### src/rtl/ifb_pkg.sv
// ifb_pkg -- shared types and constants for the instruction-fetch buffer.
//   fetch_entry_t   : one prefetched instruction, packed {pc, instr}
//   IFB_INSTR_BYTES : fetch stride in bytes (one 32-bit instruction)
//   IFB_RESET_PC    : default fetch address after reset
package ifb_pkg;

    localparam int          IFB_INSTR_BYTES = 4;
    localparam logic [31:0] IFB_RESET_PC    = 32'h0000_0000;

    typedef struct packed {
        logic [31:0] pc;
        logic [31:0] instr;
    } fetch_entry_t;

endpackage

### src/rtl/ifb_fifo.sv
// ifb_fifo -- synchronous FIFO of fetch_entry_t with flush and async reset.
// Ports:
//   clk, rst   : rising-edge clock, asynchronous active-high reset
//   i_push     : write i_wdata at the write pointer
//   i_pop      : retire the entry at the read pointer
//   i_flush    : empty the FIFO (wins over push and pop)
//   i_wdata    : entry to write
//   o_rdata    : entry at the read pointer (don't-care when empty)
//   o_count    : number of valid entries, 0..DEPTH
// DEPTH must be a power of two >= 2 so the pointers wrap naturally.
module ifb_fifo
    import ifb_pkg::*;
#(
    parameter int DEPTH = 4
) (
    input  logic                   clk,
    input  logic                   rst,
    input  logic                   i_push,
    input  logic                   i_pop,
    input  logic                   i_flush,
    input  fetch_entry_t           i_wdata,
    output fetch_entry_t           o_rdata,
    output logic [$clog2(DEPTH):0] o_count
);

    localparam int            PW       = $clog2(DEPTH);
    localparam int            CW       = PW + 1;
    localparam logic [CW-1:0] FULL_CNT = CW'(DEPTH);

    fetch_entry_t  r_mem [DEPTH];
    logic [PW-1:0] r_wptr;
    logic [PW-1:0] r_rptr;
    logic [CW-1:0] r_count;
    logic          w_do_push;
    logic          w_do_pop;

    // Guard against over/underflow locally; a push into a full FIFO is only
    // legal when the head leaves in the same cycle.
    assign w_do_pop  = i_pop & ~i_flush & (r_count != '0);
    assign w_do_push = i_push & ~i_flush & ((r_count != FULL_CNT) | w_do_pop);

    always_ff @(posedge clk or posedge rst) begin
        if (rst) begin
            r_wptr  <= '0;
            r_rptr  <= '0;
            r_count <= '0;
        end else if (i_flush) begin
            r_wptr  <= '0;
            r_rptr  <= '0;
            r_count <= '0;
        end else begin
            if (w_do_push) r_wptr <= r_wptr + PW'(1);
            if (w_do_pop)  r_rptr <= r_rptr + PW'(1);
            case ({w_do_push, w_do_pop})
                2'b10:   r_count <= r_count + CW'(1);
                2'b01:   r_count <= r_count - CW'(1);
                default: r_count <= r_count;
            endcase
        end
    end

    // Storage carries no reset; entries are only observed behind a nonzero count.
    always_ff @(posedge clk) begin
        if (w_do_push) r_mem[r_wptr] <= i_wdata;
    end

    assign o_rdata = r_mem[r_rptr];
    assign o_count = r_count;

endmodule

### src/rtl/ifetch_buffer.sv
// ifetch_buffer -- instruction-fetch stage with a small prefetch FIFO.
// Fetches one word per cycle at a sequential PC from a combinational
// instruction memory and presents the oldest fetched entry to decode with a
// valid/ready handshake. A redirect flushes the FIFO and restarts fetch.
// Ports:
//   clk, rst        : rising-edge clock, asynchronous active-high reset
//   redirect_i      : flush and restart fetch at redirect_pc_i
//   redirect_pc_i   : new fetch PC (bits [1:0] ignored)
//   imem_addr_o     : current fetch PC, drives InstrMem
//   imem_instr_i    : instruction for imem_addr_o (same cycle)
//   valid_o/ready_i : decode handshake
//   instr_o, pc_o   : presented instruction and its PC
//   pc_plus4_o      : pc_o + 4 (mod 2^32)
// Build option: define IFB_BYPASS_EN to present the memory word directly to
// decode when the FIFO is empty (adds an imem_instr_i -> instr_o path).
module ifetch_buffer
    import ifb_pkg::*;
#(
    parameter int          DEPTH    = 4,
    parameter logic [31:0] RESET_PC = IFB_RESET_PC
) (
    input  logic        clk,
    input  logic        rst,
    input  logic        redirect_i,
    input  logic [31:0] redirect_pc_i,
    output logic [31:0] imem_addr_o,
    input  logic [31:0] imem_instr_i,
    output logic        valid_o,
    input  logic        ready_i,
    output logic [31:0] instr_o,
    output logic [31:0] pc_o,
    output logic [31:0] pc_plus4_o
);

    localparam int            CW       = $clog2(DEPTH) + 1;
    localparam logic [CW-1:0] FULL_CNT = CW'(DEPTH);

    logic [31:0]   r_fetch_pc;
    fetch_entry_t  w_fetch_entry;
    fetch_entry_t  w_head;
    logic [CW-1:0] w_count;
    logic          w_empty;
    logic          w_full;
    logic          w_bypass;
    logic          w_bypass_take;
    logic          w_pop;
    logic          w_push;
    logic          w_fifo_push;
    logic          w_fifo_pop;
    logic          w_unused_pc_lsbs;

    assign w_empty = (w_count == '0);
    assign w_full  = (w_count == FULL_CNT);

`ifdef IFB_BYPASS_EN
    // Empty FIFO: show the word being fetched this cycle. Suppressed during
    // reset so valid_o reads 0 while rst is held.
    assign w_bypass = ~rst & w_empty & ~redirect_i;
`else
    assign w_bypass = 1'b0;
`endif

    assign valid_o = ~w_empty | w_bypass;
    assign w_pop   = valid_o & ready_i;
    assign w_push  = ~redirect_i & (~w_full | w_pop);

    // A bypassed word accepted by decode is consumed without touching the
    // FIFO; the fetch PC still advances because w_push is set.
    assign w_bypass_take = w_bypass & ready_i;
    assign w_fifo_push   = w_push & ~w_bypass_take;
    assign w_fifo_pop    = w_pop & ~w_bypass & ~redirect_i;

    assign w_fetch_entry = '{pc: r_fetch_pc, instr: imem_instr_i};

    ifb_fifo #(
        .DEPTH (DEPTH)
    ) u_fifo (
        .clk     (clk),
        .rst     (rst),
        .i_push  (w_fifo_push),
        .i_pop   (w_fifo_pop),
        .i_flush (redirect_i),
        .i_wdata (w_fetch_entry),
        .o_rdata (w_head),
        .o_count (w_count)
    );

    always_ff @(posedge clk or posedge rst) begin
        if (rst) begin
            r_fetch_pc <= RESET_PC;
        end else if (redirect_i) begin
            r_fetch_pc <= {redirect_pc_i[31:2], 2'b00};
        end else if (w_push) begin
            r_fetch_pc <= r_fetch_pc + 32'(IFB_INSTR_BYTES);
        end
    end

    // Word alignment is forced; the low redirect bits carry no information.
    assign w_unused_pc_lsbs = ^redirect_pc_i[1:0];

    assign imem_addr_o = r_fetch_pc;
    assign instr_o     = w_bypass ? imem_instr_i : w_head.instr;
    assign pc_o        = w_bypass ? r_fetch_pc   : w_head.pc;
    assign pc_plus4_o  = pc_o + 32'(IFB_INSTR_BYTES);

endmodule

### config.mk
export PLATFORM = sky130hd
export DESIGN_NAME = ifetch_buffer
export DESIGN_NICKNAME = d
export VERILOG_FILES = /design/src/rtl/ifb_pkg.sv /design/src/rtl/ifb_fifo.sv /design/src/rtl/ifetch_buffer.sv
export SDC_FILE = /design/constraint.sdc
export NUM_CORES = 1
export LEC_CHECK = 0
export ABC_AREA = 1
export BUFFER_PORTS_ARGS = -buffer_cell sky130_fd_sc_hd__buf_2
export CAP_MARGIN = 20
export CELL_PAD_IN_SITES_DETAIL_PLACEMENT = 0
export CELL_PAD_IN_SITES_GLOBAL_PLACEMENT = 1
export CORE_MARGIN = 2
export CORE_UTILIZATION = 46
export CTS_BUF_LIST = sky130_fd_sc_hd__clkbuf_8
export CTS_CLUSTER_DIAMETER = 60
export DETAILED_ROUTE_END_ITERATION = 6
export GPL_ROUTABILITY_DRIVEN = 0
export PLACE_DENSITY = 0.94
export SLEW_MARGIN = 20
export SYNTH_ARGS = -nofsm -noshare
export SYNTH_HDL_FRONTEND = slang
export SYNTH_SLANG_ARGS = --single-unit
### constraint.sdc
create_clock -name clk -period 5.2 [get_ports clk]
set_input_delay 0.26 -clock clk [delete_from_list [all_inputs] [get_ports clk]]
set_output_delay 0.26 -clock clk [all_outputs]
set_load 0.01 [all_outputs]
==> metrics, run 1 <==
critical path's most frequent cell nand2_1; worst min path class in2reg; initial detailed-routing violation count 845; arrival time worst endpoint between 3 and 4 ns; minimum clock period after layout between 3 and 4 ns; post-route ant nets 0; drt first pass iters 5; met1 WL about 14000 um; Antenna Cells 0; io pins 197; CP bufs+invs 2; setup violators final 0; GRT Util Overall 21.8%; die footprint between 30000 and 40000 sq um; Post-Syn Area per Cell 9.70 sq um; Final nets 1702; htree depth 2; Clk pwr share between 30% and 40%; Residual DRC 0; core area between 20000 and 30000 sq um; xor-xnor portion of the synthesized cell area 1.63%; area of the multi-input gates between 4000 and 5000 sq um; Netlist cell types 39; cts repair resizes 0; Core Util, Final between 50% and 60%; Filler cells roughly 2.4k; Root Buffer Master clkbuf_8; Flop pwr share about 44%; Combinational Power Share ~25%; P&R area growth vs syn 19.5%; DRT Wirelength around 34000 um; buffers from clock root to sink, at most 3; crit path cell chain inv_8, nand2_1, nand2_1, nand2_1, nand2_1, ha_1, nand3_2, nor2_2, nand2_1, xor2_1, buf_2; Mapped Cells roughly 1.4k; die height 175 um; Pwr Density 400 nW/um^2; skew final 0.0288 ns; MaxCap Viol Count 0; final cell count without fillers 2038; max_slew headroom between 30% and 40%; Synth warnings 0; FF+latch count, synth around 290; Crit-path slowest cell dfrtp_4; register area share after synthesis about 62%; Worst-Margin Slew a little under 1 ns; Synth Area in Adders less than 1%; Synth Area in Simple Gates a little under a quarter; WL met3 roughly 2400 um; initial core utilization a little under half; top_reg_cell synth edfxtp_1; share of cells above drive strength 1 around 19%; largest family of logic cells by synthesized area simple AND/OR/NAND/NOR gates; peak fanout along the critical path approximately 130; Final Hold Viols 0; net switching power 2.08 mW; Critical Setup Path Class reg2out; Peak VDD IR between 200 and 250 uV; Tcrit/Tclk final about three quarters; CP delay by family, top simple AND/OR/NAND/NOR gates; Internal Power 4.36 mW; detailed placer's ending HPWL about 21000 um; largest net degree at the start of global routing ~130; Syn Std Cell Area around 13000 sq um; leak pwr between 6 and 7 nW; Post-CTS Setup Bufs 0; CP max stage delay ~0.72 ns; Fmax 262 MHz; worst path required time between 4 and 5 ns; Routed wire per std cell between 15 and 20 um; multiplexer share of the synthesized area 0%; number of synthesized flops with an enable pin about 250; Num CTS Buffers 40; total vias in the final route around 11k; status finished, final reports clean; compound-gate portion of the synthesized area under 10%; Inst Count DP approximately 1.9k; GRT overflow 0; hold-fix buffer count after cts 55; initial antenna violation count 0; Critical Path Sink Type output port; Reg clk slew, reported paths ~0.06 ns; worst skew pair latency between 0.5 and 0.6 ns; max-slew violation count 0; die span in x 175 um; Reg area between 8000 and 9000 sq um; most common cell after layout, fill and taps aside nand2_1; overall power about 6.4 mW; RSZ-0062 raised after global routing no; fraction of registers with async set/reset between 10% and 20%; FP Rows a little over 60; setup tns final 0 ns; switch share around 32%; drt via density 5.17; Port-buffer cells 188; max layer used met4; most frequent cells in the layout nand2_1, edfxtp_1, buf_2, nor2_1, nand3_1; CP Launch Type flip-flop; CTS tree yes; CTS Sinks around 290; first-pass GRT wire length ~53000 um; number of global-route vias before repair 10.0k; WL met2 16600 um
==> metal layers <==
layer / vias to the layer above / GRT usage, %
li1: 5132 / -
met1: 4959 / 28.8
met2: 388 / 36.9
met3: 53 / 3.79
met4: 0 / 6.60
met5: - / 0
==> logic make-up (layout without fill, tap and decap cells) <==
kind of cell               after synthesis  after routing
and+or+nand+nor                        774            774
DFF                                    285            285
AOI/OAI and AO/OA                      148            148
buffers and inverters                  148            408
xor gates and xnor gates                25             25
adders and majority gates                8              8
other                                    1              6
==> worst paths after layout <==
kind / from / end / slack [ns] / cells past startpoint
worst max-delay path: u_fifo.r_rptr[0] / pc_plus4_o[16] / 1.39 / 11
worst min-delay path: redirect_pc_i[18] / imem_addr_o[18] / 0.04 / 4
worst max register to register: u_fifo.o_count[0] / u_fifo.r_mem[0][54] / 2.38 / 6
worst min register to register: u_fifo.o_count[1] / u_fifo.o_count[1] / 0.59 / 2
max in group asynchronous: rst / u_fifo.r_rptr[0] / 4.42 / 4
min in group asynchronous: rst / imem_addr_o[17] / 0.38 / 4
==> synth_stat cells, types with 2 or more instances <==
cell type	number	area share, %
nor2_1	164	4.6
o211ai_1	11	0.61
xnor2_1	2	0.13
buf_1	2	0.056
xor2_1	23	1.5
dfrtp_1	37	6.9
o21ai_1	5	0.19
ha_1	8	0.74
nand4_1	10	0.46
a21oi_1	7	0.26
nand2_1	456	13
o21bai_1	4	0.22
nor3_1	12	0.45
o22ai_1	32	1.5
o221ai_1	2	0.13
inv_1	84	2.3
buf_2	16	0.59
buf_6	13	1.1
clkbuf_1	20	0.56
buf_4	10	0.56
nand2_2	24	1.1
nand3_1	90	3.3
nor2_4	4	0.33
inv_2	2	0.056
nand3_2	2	0.15
o21ai_0	82	3.0
nor2_2	8	0.37
edfxtp_1	248	55
==> tightest hold or removal path: cells and delay by family <==
kind                   cells  cell delay (ns)
AO/OA/AOI/OAI              2             0.16
AND/OR/NAND/NOR            1             0.05
buffers and inverters      1             0.07
==> through the flow <==
step	setup WS, ns	hold WS (ns)	cell area (sq um)
5_1_grt	1.06	0.0413	16100
6_report	1.39	0.0443	16100
3_5_place_dp	1.93	0.405	14600
4_1_cts	1.35	0.00389	16100
2_1_floorplan	1.01	0.359	13500
3_3_place_gp	1.94	0.403	14600
==> power by group through the flow <==
stage	Clock, mW	Combinational (mW)	Sequential [mW]
floorplan	0	1.08	2.83
global placement	0	1.56	2.87
detailed placement	0	1.59	2.89
CTS	2.00	1.63	2.84
global route	2.10	1.80	2.86
finish	1.97	1.62	2.84
==> state kept, by name (all words and copies together) (netlist names) <==
signal and count:
u_fifo.r_mem 248, u_fifo.r_wptr 2, u_fifo.o_count 3, u_fifo.r_rptr 2
imem_addr_o 30
==> layout make-up <==
cell class | count | area share [%]
clock buffer | 41 | 3.51
clock inverter | 29 | 2.21
inverter | 87 | 2.08
multi-input combinational | 961 | 27.5
sequential | 285 | 52.1
tap | 384 | 2.99
timing repair buffer | 251 | 9.64
(Power assumes the default switching activity.)
==> inputs of run 2 (changes only) <==
--- a/config.mk
+++ b/config.mk
@@ -11,12 +11,12 @@
 export CELL_PAD_IN_SITES_DETAIL_PLACEMENT = 0
 export CELL_PAD_IN_SITES_GLOBAL_PLACEMENT = 1
 export CORE_MARGIN = 2
-export CORE_UTILIZATION = 46
+export CORE_UTILIZATION = 41
 export CTS_BUF_LIST = sky130_fd_sc_hd__clkbuf_8
 export CTS_CLUSTER_DIAMETER = 60
 export DETAILED_ROUTE_END_ITERATION = 6
 export GPL_ROUTABILITY_DRIVEN = 0
-export PLACE_DENSITY = 0.94
+export PLACE_DENSITY = 0.89
 export SLEW_MARGIN = 20
 export SYNTH_ARGS = -nofsm -noshare
 export SYNTH_HDL_FRONTEND = slang
==> constraint.sdc (replaced) <==
create_clock -name clk -period 3.2 [get_ports clk]
set_input_delay 0.16 -clock clk [delete_from_list [all_inputs] [get_ports clk]]
set_output_delay 0.16 -clock clk [all_outputs]
set_load 0.01 [all_outputs]
==> run 2 against run 1 <==
Clock skew down 0.0075 ns. Sequential power increased by 62%. Core utilization is 4.9 points lower. Sequential share of layout area fell by 1.5 points. Final cell count rose by 4.8%. Largest cell class unchanged. Non-clock buffer count up 33. Via count is 1.0% higher. Flip-flop and latch count unchanged. Wire length increased by 5.0%. Die area rose by 12%. First-iteration DRC count is 14% lower. Critical endpoint unchanged.
==> metrics, run 2 (same netlist as run 1, synthesis figures left out) <==
status finished, final reports clean; max_slew headroom 58.5% (+24 points); GRT overflow 0 (unchanged); post-route ant nets 0 (unchanged); placed cell areas 15000 sq um (+2.7%); GRT Util Overall 20.2% (-1.6 points); Critical Setup Path Class reg2out; buffers from clock root to sink, at most 3 (unchanged); drt first pass iters 5 (unchanged); io pins 197 (unchanged); Reg area 8380 sq um (unchanged); Filler cells 2900 (+19%); Core Util, Final 51.0% (-4.9 points); die footprint 34300 sq um (+12%); most common cell after layout, fill and taps aside nand2_1; DRT Wirelength 35600 um (+5.0%); CP Launch Type flip-flop; share of cells above drive strength 1 19.8% (+1.2 points); CTS Sinks 285 (unchanged); Worst-Margin Slew 0.620 ns (-0.362 ns); Port-buffer cells 188 (unchanged); die height 185 um (+5.8%); initial detailed-routing violation count 726 (-14%); worst skew pair latency 0.55 ns (about the same); core area 32500 sq um (+13%); drt via density 4.98 (-3.6%); max-slew violation count 0 (unchanged); Hold WS 0.0685 ns (+0.0242 ns); P&R area growth vs syn 22.9%; final cell count without fillers 2136 (+4.8%); RSZ-0062 raised after global routing yes; FP Rows 66 (+6.5%); Fmax roughly 340 MHz; worst path required time 3.04 ns (-1.90 ns); skew final 0.0214 ns (-0.00747 ns); minimum clock period after layout 2.98 ns; setup tns final 0 ns (unchanged); area of the multi-input gates 4440 sq um (+0.17%); arrival time worst endpoint 2.82 ns (-0.73 ns); Pwr Density 622 nW/um^2 (+56%); Final Hold Viols 0 (unchanged); Tcrit/Tclk final 93.1%; Peak VDD IR 395 uV (+85%); total vias in the final route 10.6k (+1.0%); CTS tree yes; die span in x 185 um (+5.8%); Num CTS Buffers 42 (+5.0%); first-pass GRT wire length 53700 um (+1.7%); peak fanout along the critical path 51 (-59%); setup violators final 0 (unchanged); htree depth 2 (unchanged); initial core utilization 41.5% (-5.3 points); Residual DRC 0 (unchanged); leak pwr 6.84 nW (+3.2%); Biggest register u_fifo.r_mem; number of global-route vias before repair 9881 (-1.2%); worst min path class in2reg; final instance area 16600 sq um (+2.9%); Routed wire per std cell 16.7 um (+0.15%); Inst Count DP 1993 (+4.2%); Antenna Cells 0 (unchanged); largest net degree at the start of global routing 77 (-39%); internal reg-to-reg setup slack 1.00 ns (-1.38 ns); MaxCap Viol Count 0 (unchanged); Reg clk slew, reported paths 0.06 ns (about the same); most frequent cells in the layout nand2_1, edfxtp_1, buf_2, nor2_1, inv_1; Final nets 1737 (+2.1%); max reg flops 248 (unchanged); Root Buffer Master clkbuf_8; initial antenna violation count 0 (unchanged); detailed placer's ending HPWL 23800 um (+12%); Critical Path Sink Type output port
run 2: changes by cell type in the layout (fill, tap and decap cells not counted), sizes merged, moves of 5 or more:
cell,delta
bufinv,-6
buf,+23
clkinv,+5
inv,+5
dlygate4sd3,+8
clkbuf,+7
run 2: final timing paths:
| check | cells after the start | end | startpoint |
|---|---|---|---|
| worst max-delay path | 11 | pc_plus4_o[16] | u_fifo.r_rptr[0] |
| worst min-delay path | 5 | u_fifo.r_rptr[0] | ready_i |
| worst max register to register | 7 | u_fifo.r_mem[3][21] | u_fifo.o_count[0] |
| worst min register to register | 2 | u_fifo.o_count[1] | u_fifo.o_count[1] |
| max in group asynchronous | 4 | imem_addr_o[13] | rst |
| min in group asynchronous | 3 | u_fifo.r_wptr[1] | rst |
run 2: routing by layer:
metal	vias up	GRT usage (%)	share of wire [%]	wire, um
met1	5027	27.1	43	15300
li1	5215	-	-	-
met2	355	33.6	49	17400
met5	-	0	0	0
met4	0	5.97	1.7	614
met3	43	3.44	6.6	2340
run 2: metrics by stage:
step / power (mW) / worst slack (ns)
floorplan: 6.36 / -0.990
detailed placement: 7.38 / 0.554
CTS: 10.3 / 0.00707
finish: 10.3 / 0.221
global placement: 7.31 / 0.593
global route: 10.8 / -0.00823
run 2: report_power, final:
part	internal [mW]	switching [mW]	leakage, nW
logic	0.953	1.87	3.64
clock network	1.50	1.38	0.463
registers	4.38	0.215	2.73
run 2: cell type report:
| class | instances | area share (%) |
|---|---|---|
| multi-input combinational | 961 | 26.8 |
| clock inverter | 31 | 1.19 |
| sequential | 285 | 50.6 |
| tap | 442 | 3.34 |
| clock buffer | 46 | 3.82 |
| inverter | 87 | 2.13 |
| timing repair buffer | 284 | 12.1 |
run 2: repair_timing:
action	CTS	global route
hold buffers	63	0
setup buffers	0	1
gates cloned	0	1
hold endpoints to repair	180	0
gates resized for setup	1	8
endpoints found under the setup margin	4	14
run 2: critical path, cell delays in order (launching register included):
cell       delay [ns]
dfrtp_4          0.60
clkinv_16        0.18
nand2_1          0.07
nand2_1          0.06
nand2_1          0.05
nand2_2          0.18
ha_2             0.24
nand3_2          0.18
nor2_2           0.27
nand2_1          0.11
xor2_1           0.16
buf_2            0.16
==> inputs of run 3 (changes only) <==
--- a/config.mk
+++ b/config.mk
@@ -10,8 +10,7 @@
 export CAP_MARGIN = 20
 export CELL_PAD_IN_SITES_DETAIL_PLACEMENT = 0
 export CELL_PAD_IN_SITES_GLOBAL_PLACEMENT = 1
-export CORE_MARGIN = 2
-export CORE_UTILIZATION = 41
+export CORE_UTILIZATION = 42
 export CTS_BUF_LIST = sky130_fd_sc_hd__clkbuf_8
 export CTS_CLUSTER_DIAMETER = 60
 export DETAILED_ROUTE_END_ITERATION = 6
@@ -20,4 +19,5 @@
 export SLEW_MARGIN = 20
 export SYNTH_ARGS = -nofsm -noshare
 export SYNTH_HDL_FRONTEND = slang
+export SYNTH_HIERARCHICAL = 1
 export SYNTH_SLANG_ARGS = --single-unit
==> run 3 against run 2 <==
Clock power rose by 4%. Clock-buffer cell count rose by 3. Clock skew rose by 0.0025 ns. Wire length fell by 8.2%. Combinational power fell by 73%. Critical path depth did not move. Area after synthesis fell by 3.3%. Via count fell by 7.6%. Sequential power fell by 2%. Synthesized cell count fell by 15%. Critical path type unchanged. Critical endpoint is now pc_plus4_o[25].
==> metrics, run 3 <==
top cells by area, synth edfxtp_1, dfrtp_1, nor2_1; max-slew violation count 0 (unchanged); Final Hold Viols 0 (unchanged); Crit-path slowest cell dfrtp_4; Worst-Margin Slew 0.589 ns (-0.0311 ns); die span in x 178 um (-3.9%); leak pwr 6.40 nW (-6.4%); worst path required time 3.04 ns (about the same); cell taking the most area after synthesis edfxtp_1; FF+latch count, synth 293 (+2.8%); Fmax 330 MHz (-1.6%); Antenna Cells 0 (unchanged); Peak VDD IR 283 uV (-29%); die footprint 31700 sq um (-7.6%); Synth top area share 59.0% (+3.7 points); Routed wire per std cell 17.0 um (+2.1%); skew final 0.0239 ns (+0.00253 ns); fraction of registers with async set/reset 12.6% (-0.35 points); core area 30600 sq um (-5.7%); P&R area growth vs syn 25.7%; register area share after synthesis 66.1% (+3.9 points); Tcrit/Tclk final 94.7% (+1.6 points); top_reg_cell synth edfxtp_1; final instance area 16400 sq um (-1.0%); Num CTS Buffers 48 (+14%); most frequent cell after synthesis edfxtp_1; Biggest register u_fifo/r_mem; most frequent cells in the layout edfxtp_1, buf_2, nor2_1, nand2_1, o21ai_0; DRT Wirelength 32700 um (-8.2%); total vias in the final route 9831 (-7.6%); worst min path class in2reg; initial detailed-routing violation count 648 (-11%); RSZ-0062 raised after global routing no; initial antenna violation count 0 (unchanged); placed cell areas 14600 sq um (-2.5%); Inst Count DP 1767 (-11%); CTS Sinks 293 (+2.8%); Critical Path Sink Type output port; leading cell types by count after synthesis edfxtp_1, nor2_1, nand2_1; GRT overflow 0 (unchanged); peak fanout along the critical path 24 (-53%); drt first pass iters 5 (unchanged); Synth warnings 6 (+6); first-pass GRT wire length 50000 um (-6.7%); setup violators final 0 (unchanged); largest net degree at the start of global routing 65 (-16%); Final nets 1567 (-9.8%); CP max stage delay 0.51 ns (-0.09 ns); final cell count without fillers 1921 (-10%); Reg clk slew, reported paths 0.06 ns (about the same); Final WS setup 0.171 ns (-0.0498 ns); status finished, final reports clean; minimum clock period after layout 3.03 ns (+0.0498 ns); Post-Place Setup Slack 0.417 ns (-0.137 ns); io pins 197 (unchanged); Residual DRC 0 (unchanged); CTS tree yes; post-route ant nets 0 (unchanged); Mapped Cells 1185 (-15%); CP bufs+invs 4 (+2); Syn Std Cell Area 13000 sq um (-3.3%); CP Launch Type flip-flop; Port-buffer cells 192 (+2.1%); share of cells above drive strength 1 25.0% (+5.3 points); Root Buffer Master clkbuf_8; max_slew headroom 60.7% (+2.2 points); number of synthesized flops with an enable pin 256 (+3.2%); Netlist cell types 46 (+18%); worst skew pair latency 0.56 ns (about the same); FP Rows 64 (-3.0%); buffers from clock root to sink, at most 3 (unchanged); Pwr Density 504 nW/um^2 (-19%); MaxCap Viol Count 0 (unchanged); GRT Util Overall 20.6% (+0.41 points); most common cell after layout, fill and taps aside edfxtp_1; drt via density 5.12 (+2.7%); max reg flops 256 (+3.2%); htree depth 2 (unchanged); initial core utilization 42.6% (+1.1 points); crit path cell chain clkinv_2, buf_12, nor2_1, o22ai_1, nand2_1, inv_1, nand2_1, nor3_1, nand3_1, xor2_2, buf_2; Post-Syn Area per Cell 11.0 sq um (+13%); CP delay by family, top buffers and inverters; die height 178 um (-3.9%); number of global-route vias before repair 9568 (-3.2%); detailed placer's ending HPWL 20700 um (-13%); critical path's most frequent cell nand2_1; arrival time worst endpoint 2.87 ns (+0.05 ns); Critical Setup Path Class reg2out
run 3: through the flow:
stage	util [%]	total power, mW	hold slack [ns]	TNS (ns)
after floorplan	-	4.89	-0.0366	-87.81
after global placement	47.8	5.24	0.152	0
after detailed placement	47.8	5.26	0.157	0
after CTS	53.2	8.32	0.0679	-0.0285
after global routing	53.6	8.59	0.124	0
final	53.6	8.25	0.104	0
run 3: metal layers:
layer / up-vias / track usage (%) / share of wire (%)
met5: - / 0 / 0
met4: 0 / 6.98 / 2.3
met3: 67 / 3.28 / 5.7
met2: 313 / 35.9 / 50
met1: 4696 / 26.0 / 42
li1: 4755 / - / -
run 3: cells by family (layout without fill, tap and decap cells):
family / count (synthesis) / after routing / synth area share (%)
adders and majority gates: 7 / 7 / 0.730
AOI/OAI and AO/OA: 220 / 220 / 9.24
buffers and inverters: 125 / 456 / 4.32
DFF: 293 / 293 / 66.1
xor gates and xnor gates: 35 / 35 / 2.35
other: 1 / 10 / 0.0288
and+or+nand+nor: 504 / 504 / 17.2
run 3: final timing paths:
path | start | slack (ns) | depth (start not counted) | to
setup / recovery | u_fifo/r_rptr[0] | 0.17 | 11 | pc_plus4_o[25]
hold / removal | redirect_i | 0.10 | 4 | u_fifo/o_count[0]
setup reg to reg | u_fifo/o_count[2] | 0.91 | 10 | u_fifo/r_mem[1][8]
hold reg to reg | u_fifo/r_wptr[0] | 0.56 | 1 | u_fifo/r_wptr[0]
max in group asynchronous | rst | 2.66 | 4 | imem_addr_o[11]
min in group asynchronous | rst | 0.13 | 3 | u_fifo/o_count[1]
run 3: where the power goes:
part,internal [mW],switching [mW]
sequential,4.33,0.150
combinational,0.308,0.466
clock,1.59,1.40
run 3: worst min-delay path, stage by stage:
cell and delay [ns]:
buf_2 0.28, a21oi_2 0.08, nand2_1 0.05, nand2_1 0.04
run 3: cell type report:
class | count | area (sq um)
Inverter | 74 | 283
Clock inverter | 34 | 215
Timing Repair Buffer | 299 | 2050
Multi-Input combinational cell | 776 | 4050
Clock buffer | 49 | 674
Tap cell | 396 | 495
Fill cell | 2683 | 14200
Sequential cell | 293 | 8620
run 3: what timing repair did:
action | CTS | global route
gates cloned | 0 | 1
setup endpoints to repair | 17 | 21
pin swaps | 1 | 4
endpoints found under the hold margin | 195 | 0
gates resized for setup | 18 | 8
setup buffers | 1 | 5
hold buffers | 64 | 0
